==> src/rtl/wide_add_pkg.sv <==
// Shared types and constants for the sequential wide adder.
package wide_add_pkg;

  localparam int SLICE_W = 16;

  typedef enum logic [1:0] {
    IDLE = 2'd0,
    RUN  = 2'd1,
    DONE = 2'd2
  } state_t;

endpackage

==> src/rtl/full_adder_16bit.sv <==
// 16-bit ripple adder slice with carry in and carry out.
module full_adder_16bit (
  input  logic [15:0] a,
  input  logic [15:0] b,
  input  logic        cin,
  output logic [15:0] sum,
  output logic        cout
);

  assign {cout, sum} = {1'b0, a} + {1'b0, b} + {16'b0, cin};

endmodule

==> src/rtl/wide_add_seq.sv <==
// Wide add/subtract built by time-sharing one 16-bit adder over WORDS slices,
// least-significant slice first, with the carry held in a register between cycles.
module wide_add_seq
  import wide_add_pkg::*;
#(
  parameter int WORDS = 4
) (
  input  logic                   clk,
  input  logic                   rst,
  input  logic                   in_valid,
  output logic                   in_ready,
  input  logic [SLICE_W*WORDS-1:0] op_a,
  input  logic [SLICE_W*WORDS-1:0] op_b,
  input  logic                   sub,
  output logic                   out_valid,
  input  logic                   out_ready,
  output logic [SLICE_W*WORDS-1:0] result,
  output logic                   cout,
  output logic                   ovf,
  output logic                   busy
);

  localparam int W  = SLICE_W * WORDS;
  localparam int IW = (WORDS > 1) ? $clog2(WORDS) : 1;
  localparam int BW = $clog2(W);

  state_t          state;
  logic [IW-1:0]   idx;
  logic            carry;
  logic [W-1:0]    a_lat;
  logic [W-1:0]    b_lat;
  logic [W-1:0]    acc;
  logic [W-1:0]    acc_next;
  logic [BW-1:0]   base;
  logic            last;
  logic [15:0]     fa_a;
  logic [15:0]     fa_b;
  logic [15:0]     fa_sum;
  logic            fa_cout;

  assign in_ready  = (state == IDLE);
  assign out_valid = (state == DONE);
  assign busy      = (state != IDLE);

  // Bit offset of the current slice: idx * 16.
  assign base = BW'({idx, 4'b0000});
  assign last = (idx == IW'(WORDS - 1));
  assign fa_a = a_lat[base +: SLICE_W];
  assign fa_b = b_lat[base +: SLICE_W];

  full_adder_16bit u_fa (
    .a    (fa_a),
    .b    (fa_b),
    .cin  (carry),
    .sum  (fa_sum),
    .cout (fa_cout)
  );

  // Partial sums build up in acc so result stays frozen until the last slice.
  always_comb begin
    acc_next = acc;
    acc_next[base +: SLICE_W] = fa_sum;
  end

  always_ff @(posedge clk) begin
    if (state == IDLE && in_valid) begin
      a_lat <= op_a;
      b_lat <= op_b ^ {W{sub}};
    end
    if (state == RUN) begin
      acc <= acc_next;
    end
  end

  always_ff @(posedge clk or posedge rst) begin
    if (rst) begin
      state  <= IDLE;
      idx    <= '0;
      carry  <= 1'b0;
      result <= '0;
      cout   <= 1'b0;
      ovf    <= 1'b0;
    end else begin
      case (state)
        IDLE: begin
          if (in_valid) begin
            state <= RUN;
            carry <= sub;
            idx   <= '0;
          end
        end
        RUN: begin
          carry <= fa_cout;
          if (last) begin
            state  <= DONE;
            idx    <= '0;
            result <= acc_next;
            cout   <= fa_cout;
            // Signed overflow: operands agree in sign but the sum does not.
            ovf    <= (fa_a[15] == fa_b[15]) && (fa_sum[15] != fa_a[15]);
          end else begin
            idx <= idx + 1'b1;
          end
        end
        DONE: begin
          if (out_ready) state <= IDLE;
        end
        default: state <= IDLE;
      endcase
    end
  end

endmodule

==> config.mk <==
export PLATFORM = sky130hd
export DESIGN_NAME = wide_add_seq
export DESIGN_NICKNAME = d
export VERILOG_FILES = /design/src/rtl/wide_add_pkg.sv /design/src/rtl/full_adder_16bit.sv /design/src/rtl/wide_add_seq.sv
export SDC_FILE = /design/constraint.sdc
export NUM_CORES = 1
export LEC_CHECK = 0
export ABC_AREA = 0
export BUFFER_PORTS_ARGS = -buffer_cell sky130_fd_sc_hd__buf_2
export CAP_MARGIN = 15
export CORE_UTILIZATION = 40
export DETAILED_ROUTE_END_ITERATION = 16
export GPL_ROUTABILITY_DRIVEN = 0
export PLACE_DENSITY = 0.59
export SLEW_MARGIN = 10
export SYNTH_ARGS = -nofsm -noshare
export SYNTH_HDL_FRONTEND = slang
export SYNTH_SLANG_ARGS = --single-unit
==> constraint.sdc <==
create_clock -name clk -period 5.2 [get_ports clk]
set_input_delay 1.04 -clock clk [delete_from_list [all_inputs] [get_ports clk]]
set_output_delay 1.04 -clock clk [all_outputs]
set_load 0.02 [all_outputs]
# [After elaboration in Yosys (flattened, before gate mapping)]
# Index checks and enable logic that the tools add are counted.
[classes] addsub=4 n_eq_ne=8 shifts=4 mux=10 bitwise_logic=1 n_reduce_logical=8
[ops] op="64-bit by 7-bit variable part select with 16-bit output" n=2
[ops] op="64-bit bitwise mux" n=1
[ops] op="16-bit by 8-bit variable shift with 64-bit output, first input constant" n=1
[ops] op="16-bit by 8-bit variable part select with 64-bit output" n=1
[ops] op="64-bit bitwise XOR" n=1
[ops] op="16-bit by 16-bit adder with 17-bit output" n=1
[ops] op="17-bit by 1-bit adder with 17-bit output" n=1
[ops] op="2-bit 2-to-1 mux" n=5
[ops] op="6-bit negator with 8-bit output" n=1
[ops] op="2-bit case mux with 3 select lines" n=1
[ops] op="2-bit == test, second input constant" n=2
[ops] op="2-bit != test, second input constant" n=2
[ops] op="2-bit case mux with 2 select lines" n=1
[ops] op="2-bit AND reduction" n=2
[ops] op="2-bit nonzero test" n=2
[ops] op="3-bit AND reduction" n=1
[ops] op="2-bit by 1-bit adder with 2-bit output, second input constant" n=1
[ops] op="2-bit by 1-bit == test with 1-bit output, second input constant" n=1
[ops] op="1-bit logical AND" n=2
[ops] op="2-bit logical NOT" n=1
[ops] op="2-bit by 1-bit != test with 1-bit output, second input constant" n=1
[ops] op="1-bit case mux with 2 select lines" n=1
[ops] op="1-bit == test" n=1
[ops] op="1-bit 2-to-1 mux" n=1
[ops] op="1-bit != test" n=1
[totals] regBits=263 input_bits=133 output_inout_bits=69 word_cells=44

# [Depth between registers and ports, before layout]
# Gate-level depths: netlist of run 1.
[depth] depth_word=5 mapped_depth=12 mapped_depth_nobuf=9

# [Cells and area by module]
# A second synthesis of run 1 with hierarchy kept.
[unflattened] cells_unflattened=813 area_unflattened_um2=11519.8
[modules_own_cells] module="wide_add_seq" instances=1 cells_per_inst=719 area_each_um2=10772.8 seq_area_each_um2=7542.2
[modules_own_cells] module="full_adder_16bit" instances=1 cells_per_inst=94 area_each_um2=747.0 seq_area_each_um2=0.0

# [Worst setup path after synthesis of run 1]
# No wires, ideal clock.
[synth_timing] path_kind="input to register" from="input in_valid" to="register a_lat[0] (enable)" setup_ps=481 arrival_time_ps=3614 t_required_ps=4719 slack_ps=1104 cell_stages=2 path_buffers=0 cell_sequence="nand2_1 inv_1"
[synth_via] elab_chain_len=1
[synth_lines] element="start, declared" line_no="wide_add_seq.sv:10" rtl="input logic in_valid,"
[synth_lines] element="1-bit logical AND" line_no="wide_add_seq.sv:66" rtl="if (state == IDLE && in_valid) begin"
[synth_lines] element="end signal, assigned" line_no="wide_add_seq.sv:67" rtl="a_lat <= op_a;"
[synth_lines] element="end, declared" line_no="wide_add_seq.sv:30" rtl="logic [W-1:0] a_lat;"
# Every way passes these cells.
# A chain may end at the register's enable or synchronous reset.

# [Worst setup path after layout of run 1]
[layout_timing] from="register idx[0]" to="register acc[44], data pin"
[layout_via] elab_chain_len=5 elab_cells_between_ends=8 classes_between="3 x add/sub; 4 x shift; 1 x mux"
[layout_lines] element="start, declared" line_no="wide_add_seq.sv:28" rtl="logic [IW-1:0] idx;"
[layout_lines] element="start signal, assigned" line_no="wide_add_seq.sv:102" rtl="idx <= idx + 1'b1;"
[layout_lines] element="64-bit by 7-bit variable part select with 16-bit output, on equally long branches" line_no="wide_add_seq.sv:48, wide_add_seq.sv:49"
[layout_lines] element="16-bit by 16-bit adder with 17-bit output" line_no="full_adder_16bit.sv:10" rtl="assign {cout, sum} = {1'b0, a} + {1'b0, b} + {16'b0, cin};"
[layout_lines] element="17-bit by 1-bit adder with 17-bit output" line_no="full_adder_16bit.sv:10"
[layout_lines] element="16-bit by 8-bit variable part select with 64-bit output" line_no="wide_add_seq.sv:62" rtl="acc_next[base +: SLICE_W] = fa_sum;"
[layout_lines] element="64-bit bitwise mux *" line_no="wide_add_seq.sv:62"
[layout_lines] element="via acc_next[44]" line_no="wide_add_seq.sv:33" rtl="logic [W-1:0] acc_next;"
[layout_lines] element="end signal, assigned" line_no="wide_add_seq.sv:71" rtl="acc <= acc_next;"
[layout_lines] element="end, declared" line_no="wide_add_seq.sv:32" rtl="logic [W-1:0] acc;"
# Mark *: on every way through the listed nets, which the timed path passes. The rest lies on a longest branch.

==> results of run 1 <==
[through the flow]
step | hold slack, ns | power, mW | instance area, um^2
finish | 0.470 | 10.2 | 14000
global route | 0.502 | 10.8 | 14000
CTS | 0.473 | 10.3 | 14000
detailed placement | 0.459 | 8.33 | 13100
global placement | 0.460 | 8.27 | 13100
floorplan | 0.497 | 6.84 | 11700
[power breakdown]
group / total, mW / internal [mW] / switching (mW)
Clock: 1.93 / 1.14 / 0.790
Sequential: 3.52 / 3.23 / 0.290
Combinational: 4.77 / 1.64 / 3.13
[sequential cells by signal, indices dropped and copies added (netlist names)]
signal / flops
ovf: 1
result: 64
a_lat: 64
b_lat: 64
idx: 2
cout: 1
carry: 1
acc: 64
state: 2
[worst max-delay path, cell delays in order, from the launching register on]
cell and delay [ns]:
dfrtp_2 0.57, mux4_2 0.56, fa_1 0.46, fa_1 0.42, a21o_1 0.18, a21oi_1 0.35, o21ai_1 0.19, a211oi_2 0.77
or4_1 0.22, nand3_1 0.06
[kinds of logic after synthesis]
| family | Yosys count |
|---|---|
| buffers and inverters | 90 |
| xor gates and xnor gates | 73 |
| AOI/OAI and AO/OA | 182 |
| DFF | 263 |
| and+or+nand+nor | 147 |
| muxes | 49 |
| adders and majority gates | 23 |
[layout make-up]
class	instances	area [um^2]	share of cell area, %
Tap cell	384	480	3.43
Inverter	43	164	1.17
Sequential cell	263	7540	53.9
Multi-Input combinational cell	474	3820	27.3
Timing Repair Buffer	213	1100	7.84
Clock inverter	10	66.3	0.474
Clock buffer	42	826	5.90
[cell usage after synthesis, drive strengths merged (4+ instances only)]
master,count
nand3,15
or4,11
nor2,11
o2111ai,4
and3,6
o211ai,5
a21o,7
mux4,32
nand2,60
ha,21
a21oi,41
edfxtp,192
a31oi,4
o31ai,4
xnor2,4
o21ai,44
mux2,17
dfrtp,71
o22ai,20
nor3,22
nand2b,5
clkbuf,38
a32oi,8
inv,43
a22o,28
buf,9
xor2,69
a211oi,4
o21bai,6
[metal layers]
| layer | vias up | share of wire [%] | routed length, um |
|---|---|---|---|
| met1 | 3614 | 47 | 12600 |
| li1 | 3518 | - | - |
| met4 | 0 | 1.7 | 447 |
| met3 | 37 | 6.5 | 1730 |
| met5 | - | 0 | 0 |
| met2 | 263 | 45 | 12000 |
[worst max path at each step]
stage	cells past startpoint	endpoint	slack (ns)	startpoint
global placement	9	acc[12]	1.21	idx[0]
global route	9	acc[44]	0.80	idx[0]
floorplan	2	a_lat[0]	1.10	in_valid
finish	9	acc[44]	1.17	idx[0]
CTS	9	acc[44]	1.16	idx[0]
detailed placement	9	acc[44]	1.18	idx[0]
==> flow_metrics.tcl, run 1 <==
set metrics [dict create \
    hold_end "result[2]" \
    synthCells 827 \
    fillers 2618 \
    clkSinkCount 263 \
    initial_core_util_pct 40.8 \
    grt_pass1_wl_mm 42.4 \
    clk-insertion-delay-late_ns 0.54 \
    synth_top_family_by_area "compound AO/OA/AOI/OAI gates" \
    yosysSeqAreaShare_pct 64.5 \
    clk_path_buf_depth 3 \
    synth-edff-count 192 \
    fin_ws_ns 1.17 \
    dpl.hpwl_mm 18.6 \
    rows 62 \
    r2r_slack_ns 1.17 \
    grt.busiest_layer "met2" \
    ioPinCount 202 \
    outcome "finished clean" \
    startpoint_type "register" \
    hold_path_depth 2 \
    placedCellCount 1377 \
    firstDrtPassIters 5 \
    powerDensity_nw_per_um2 730 \
    endpoint_kind "register" \
    final_antenna_net_count 0 \
    syn_to_final_growth_pct 19.7 \
    wire_per_inst_um 18.7 \
    post-place-ws_ns 1.18 \
    cap_violations 0 \
    hold_buffers 0 \
    slew_viol_final 0 \
    max_slew_margin_pct 31.4 \
    clk_pin_slew_ns 0.06 \
    cts_buffers 28 \
    drc 0 \
    hold_class "register to register" \
    min-delay-start "result[2]" \
    fin_util_pct 48.8 \
    synth-compound-area-share_pct 10.5 \
    post-route-period-util_pct 77.5 \
    vias 7432 \
    yosysWarnings 0 \
    routed_wl_mm 26.8 \
    r2r-start "idx[0]" \
    synthTopCellsByArea "edfxtp_1 (49%), dfrtp_1 (15%), mux4_2 (6.2%)" \
    cts_root_buffer "clkbuf_16" \
    stdcell_count 1429 \
    vdd_drop_max_mv 0.347 \
    fmax_mhz 248 \
    leakage_nw 5.75 \
    crit_fanout 16 \
    yosys.area.top_type_share_pct 49.3 \
    synth-xor-area-share_pct 5.53 \
    track_usage_pct 18.0 \
    die_area_um2 29900 \
    hold_violations 0 \
    grt_antenna_before_repair 0 \
    yosys.area.top_type "edfxtp_1" \
    rsz0062_at_grt "no" \
    synth_simple_gate_area_share_pct 6.17 \
    synth.area.mux_share_pct 7.80 \
    ys_seq_elements 263 \
    fin_tns_setup_ns 0 \
    grt_max_degree 72 \
    htree_levels 1 \
    final_common_cell "buf_2" \
    drt_iter0_markers 553 \
    post_cts_buffers 0 \
    arrival_ns 4.31 \
    overflow 0 \
    synth_adder_area_share_pct 2.59 \
    io_buffers 201 \
    crit_type "register to register" \
    ys.flop_type "edfxtp_1" \
    core_um2 28700 \
    syn_area_um2 11700 \
    cts_tree "yes" \
    nNetsFinal 1179 \
    synth_fp_nets 983 \
    drive_gt1_share_pct 30.3 \
    finClkSkew_ns 0.0101 \
    grt_use_met2_pct 27.7 \
    met3_usage_pct 3.14 \
    mostFrequentLayoutCells "buf_2 (200), edfxtp_1 (192), xor2_1 (69), dfrtp_1 (69), nand2_1 (59)" \
    ys_types 52 \
    async_reset_ff_share_pct 27.0 \
    antennaDiodeCount 0 \
    setup_viol_count_final 0 \
    die_h_um 173 \
    use_met1_pct 26.6 \
    cp_data_required_time_ns 5.48 \
    syn_area_per_cell_um2 14.1 \
    r2r_cells 9 \
    period_minus_slack_ns 4.03 \
    via_per_inst 5.20 \
    post_cts_resized 0 \
    die_x_um 173 \
    grt_pass1_vias 7425 \
    rr_endpoint "acc[44]" \
    worst_slew_pin_slew_ns 1.03 \
]
No activity file was read; power rests on OpenSTA's default activity.
==> run 2, diff against run 1 <==
Settings changed: PLACE_DENSITY 0.59 to 0.61.
Clock period 5.2 ns to 3.5 ns, I/O delays scaled along.
==> run 2 against run 1 <==
Against the previous run: via count is 2.3% higher; sequential share of layout area is 1.8 points lower; clock power is 71% higher; sequential cell count stayed put; clock-buffer cell count is 7 lower; utilization is 1.7 points higher; worst setup slack worse by 1.0 ns; cell count is 2.0% higher; critical endpoint is now acc[15]; largest cell class unchanged; largest power group unchanged.
==> flow_metrics.tcl, run 2 (same netlist as run 1, synthesis figures left out) <==
set metrics [dict create \
    placedCellCount 1401 \
    worst_slew_pin_slew_ns 0.874 \
    stdcell_count 1458 \
    core_um2 28700 \
    syn_to_final_growth_pct 23.9 \
    mostFrequentLayoutCells "buf_2 (200), edfxtp_1 (192), xor2_1 (69), dfrtp_1 (69), nand2_1 (59)" \
    fin_tns_setup_ns 0 \
    clk-insertion-delay-late_ns 0.55 \
    grt_antenna_before_repair 0 \
    routed_wl_mm 27.4 \
    wire_per_inst_um 18.8 \
    leakage_nw 5.99 \
    post-place-ws_ns -0.0585 \
    clk_path_buf_depth 3 \
    period_minus_slack_ns 3.35 \
    firstDrtPassIters 5 \
    hold_buffers 0 \
    drc 0 \
    grt_pass1_vias 7526 \
    combPwrFrac_pct 47.7 \
    cap_violations 0 \
    powerDensity_nw_per_um2 1130 \
    io_buffers 201 \
    drt_iter0_markers 540 \
    cts_root_buffer "clkbuf_16" \
    max_slew_margin_pct 41.7 \
    crit_fanout 26 \
    final_antenna_net_count 0 \
    placed_area_um2 13300 \
    dpl.hpwl_mm 18.8 \
    fillers 2547 \
    die_area_um2 29900 \
    via_per_inst 5.22 \
    arrival_ns 3.64 \
    track_usage_pct 18.1 \
    drive_gt1_share_pct 34.1 \
    startpoint_type "register" \
    die_x_um 173 \
    vdd_drop_max_mv 0.710 \
    cts_tree "yes" \
    switching_share_pct 39.5 \
    clk_pin_slew_ns 0.06 \
    die_h_um 173 \
    final_common_cell "buf_2" \
    htree_levels 1 \
    post-route-period-util_pct 95.9 \
    overflow 0 \
    endpoint_kind "register" \
    power_frac_seq_pct 32.1 \
    finClkSkew_ns 0.0126 \
    fin_ws_ns 0.145 \
    crit_type "register to register" \
    fin_util_pct 50.5 \
    rsz0062_at_grt "no" \
    crit_chain "buf_4, mux4_2, ha_1, or4_4, o211ai_2, a21oi_2, or2_4, a221oi_4, o22ai_1" \
    cpPeakStageDelay_ns 0.54 \
    rows 62 \
    antennaDiodeCount 0 \
    slew_viol_final 0 \
    clkSinkCount 263 \
    grt_max_degree 129 \
    vias 7605 \
    power_switching_mw 6.46 \
    final_area_um2 14500 \
    ioPinCount 202 \
    outcome "finished clean" \
    cp_data_required_time_ns 3.78 \
    p_clk_share_pct 20.2 \
    hold_class "primary input to async pin" \
    grt_pass1_wl_mm 42.3 \
    nNetsFinal 1208 \
    p_int_mw 9.89 \
    initial_core_util_pct 40.8 \
    setup_viol_count_final 0 \
    cpMaxStageDelayCell "or4_4" \
    hold_violations 0 \
    fmax_mhz 298 \
    cts_buffers 28 \
]
-- run 2: changes by cell type in the layout (fill, tap and decap cells not counted), moves of 3 or more --
cell,delta
clkinv_2,+3
bufinv_16,+6
a21oi_1,-3
buf_4,+23
buf_12,+5
clkinv_1,-6
clkbuf_1,-5
a21oi_2,+3
-- run 2: layer usage --
metal / GRT usage [%] / up-vias / share of wire (%)
met2: 28.8 / 272 / 46
met5: 0 / - / 0
met1: 26.2 / 3724 / 46
met4: 3.91 / 0 / 1.5
li1: - / 3578 / -
met3: 2.88 / 31 / 5.8
-- run 2: metrics by stage --
stage,hold WS (ns),power [mW]
after CTS,0.242,16.3
after floorplan,0.497,10.2
after detailed placement,0.464,12.9
final,0.224,16.3
after global routing,0.280,17.3
after global placement,0.460,12.8
-- run 2: worst paths after layout --
kind | from | to | slack (ns) | cells past startpoint
max in group asynchronous | rst | idx[0] | 2.92 | 3
min in group clk | op_a[50] | a_lat[50] | 0.32 | 1
hold / removal | rst | result[49] | 0.22 | 3
setup / recovery | idx[1] | acc[15] | 0.15 | 9
setup reg to reg | idx[1] | acc[15] | 0.15 | 9
hold reg to reg | result[52] | result[52] | 0.48 | 2
-- run 2: layout make-up --
type | count | area, um^2 | area share [%]
Clock buffer | 35 | 757 | 5.22
Clock inverter | 17 | 280 | 1.93
Inverter | 43 | 165 | 1.14
Multi-Input combinational cell | 474 | 3870 | 26.7
Sequential cell | 263 | 7540 | 52.0
Tap cell | 384 | 480 | 3.31
Timing Repair Buffer | 242 | 1400 | 9.63
-- run 2: critical path: cells and delay by family (launching register included) --
family	cells	cell delay, ns
fa+ha+maj	1	0.28
flops	1	0.45
simple gates	2	0.84
buf+inv	1	0.40
compound gates	4	0.72
mux	1	0.38
-- run 2: what timing repair did --
action,4_1_cts,5_1_grt
pin swaps,1,5
buffers inserted,0,4
gates resized for setup,3,5
setup endpoints to repair,19,46
cloned,0,1
-- run 2: power by group through the flow --
stage               combinational [mW]  sequential [mW]  clock [mW]
floorplan                         4.59             5.57           0
global placement                  7.50             5.28           0
detailed placement                7.58             5.31           0
CTS                               7.70             5.25        3.36
global route                      8.50             5.35        3.46
finish                            7.80             5.25        3.30
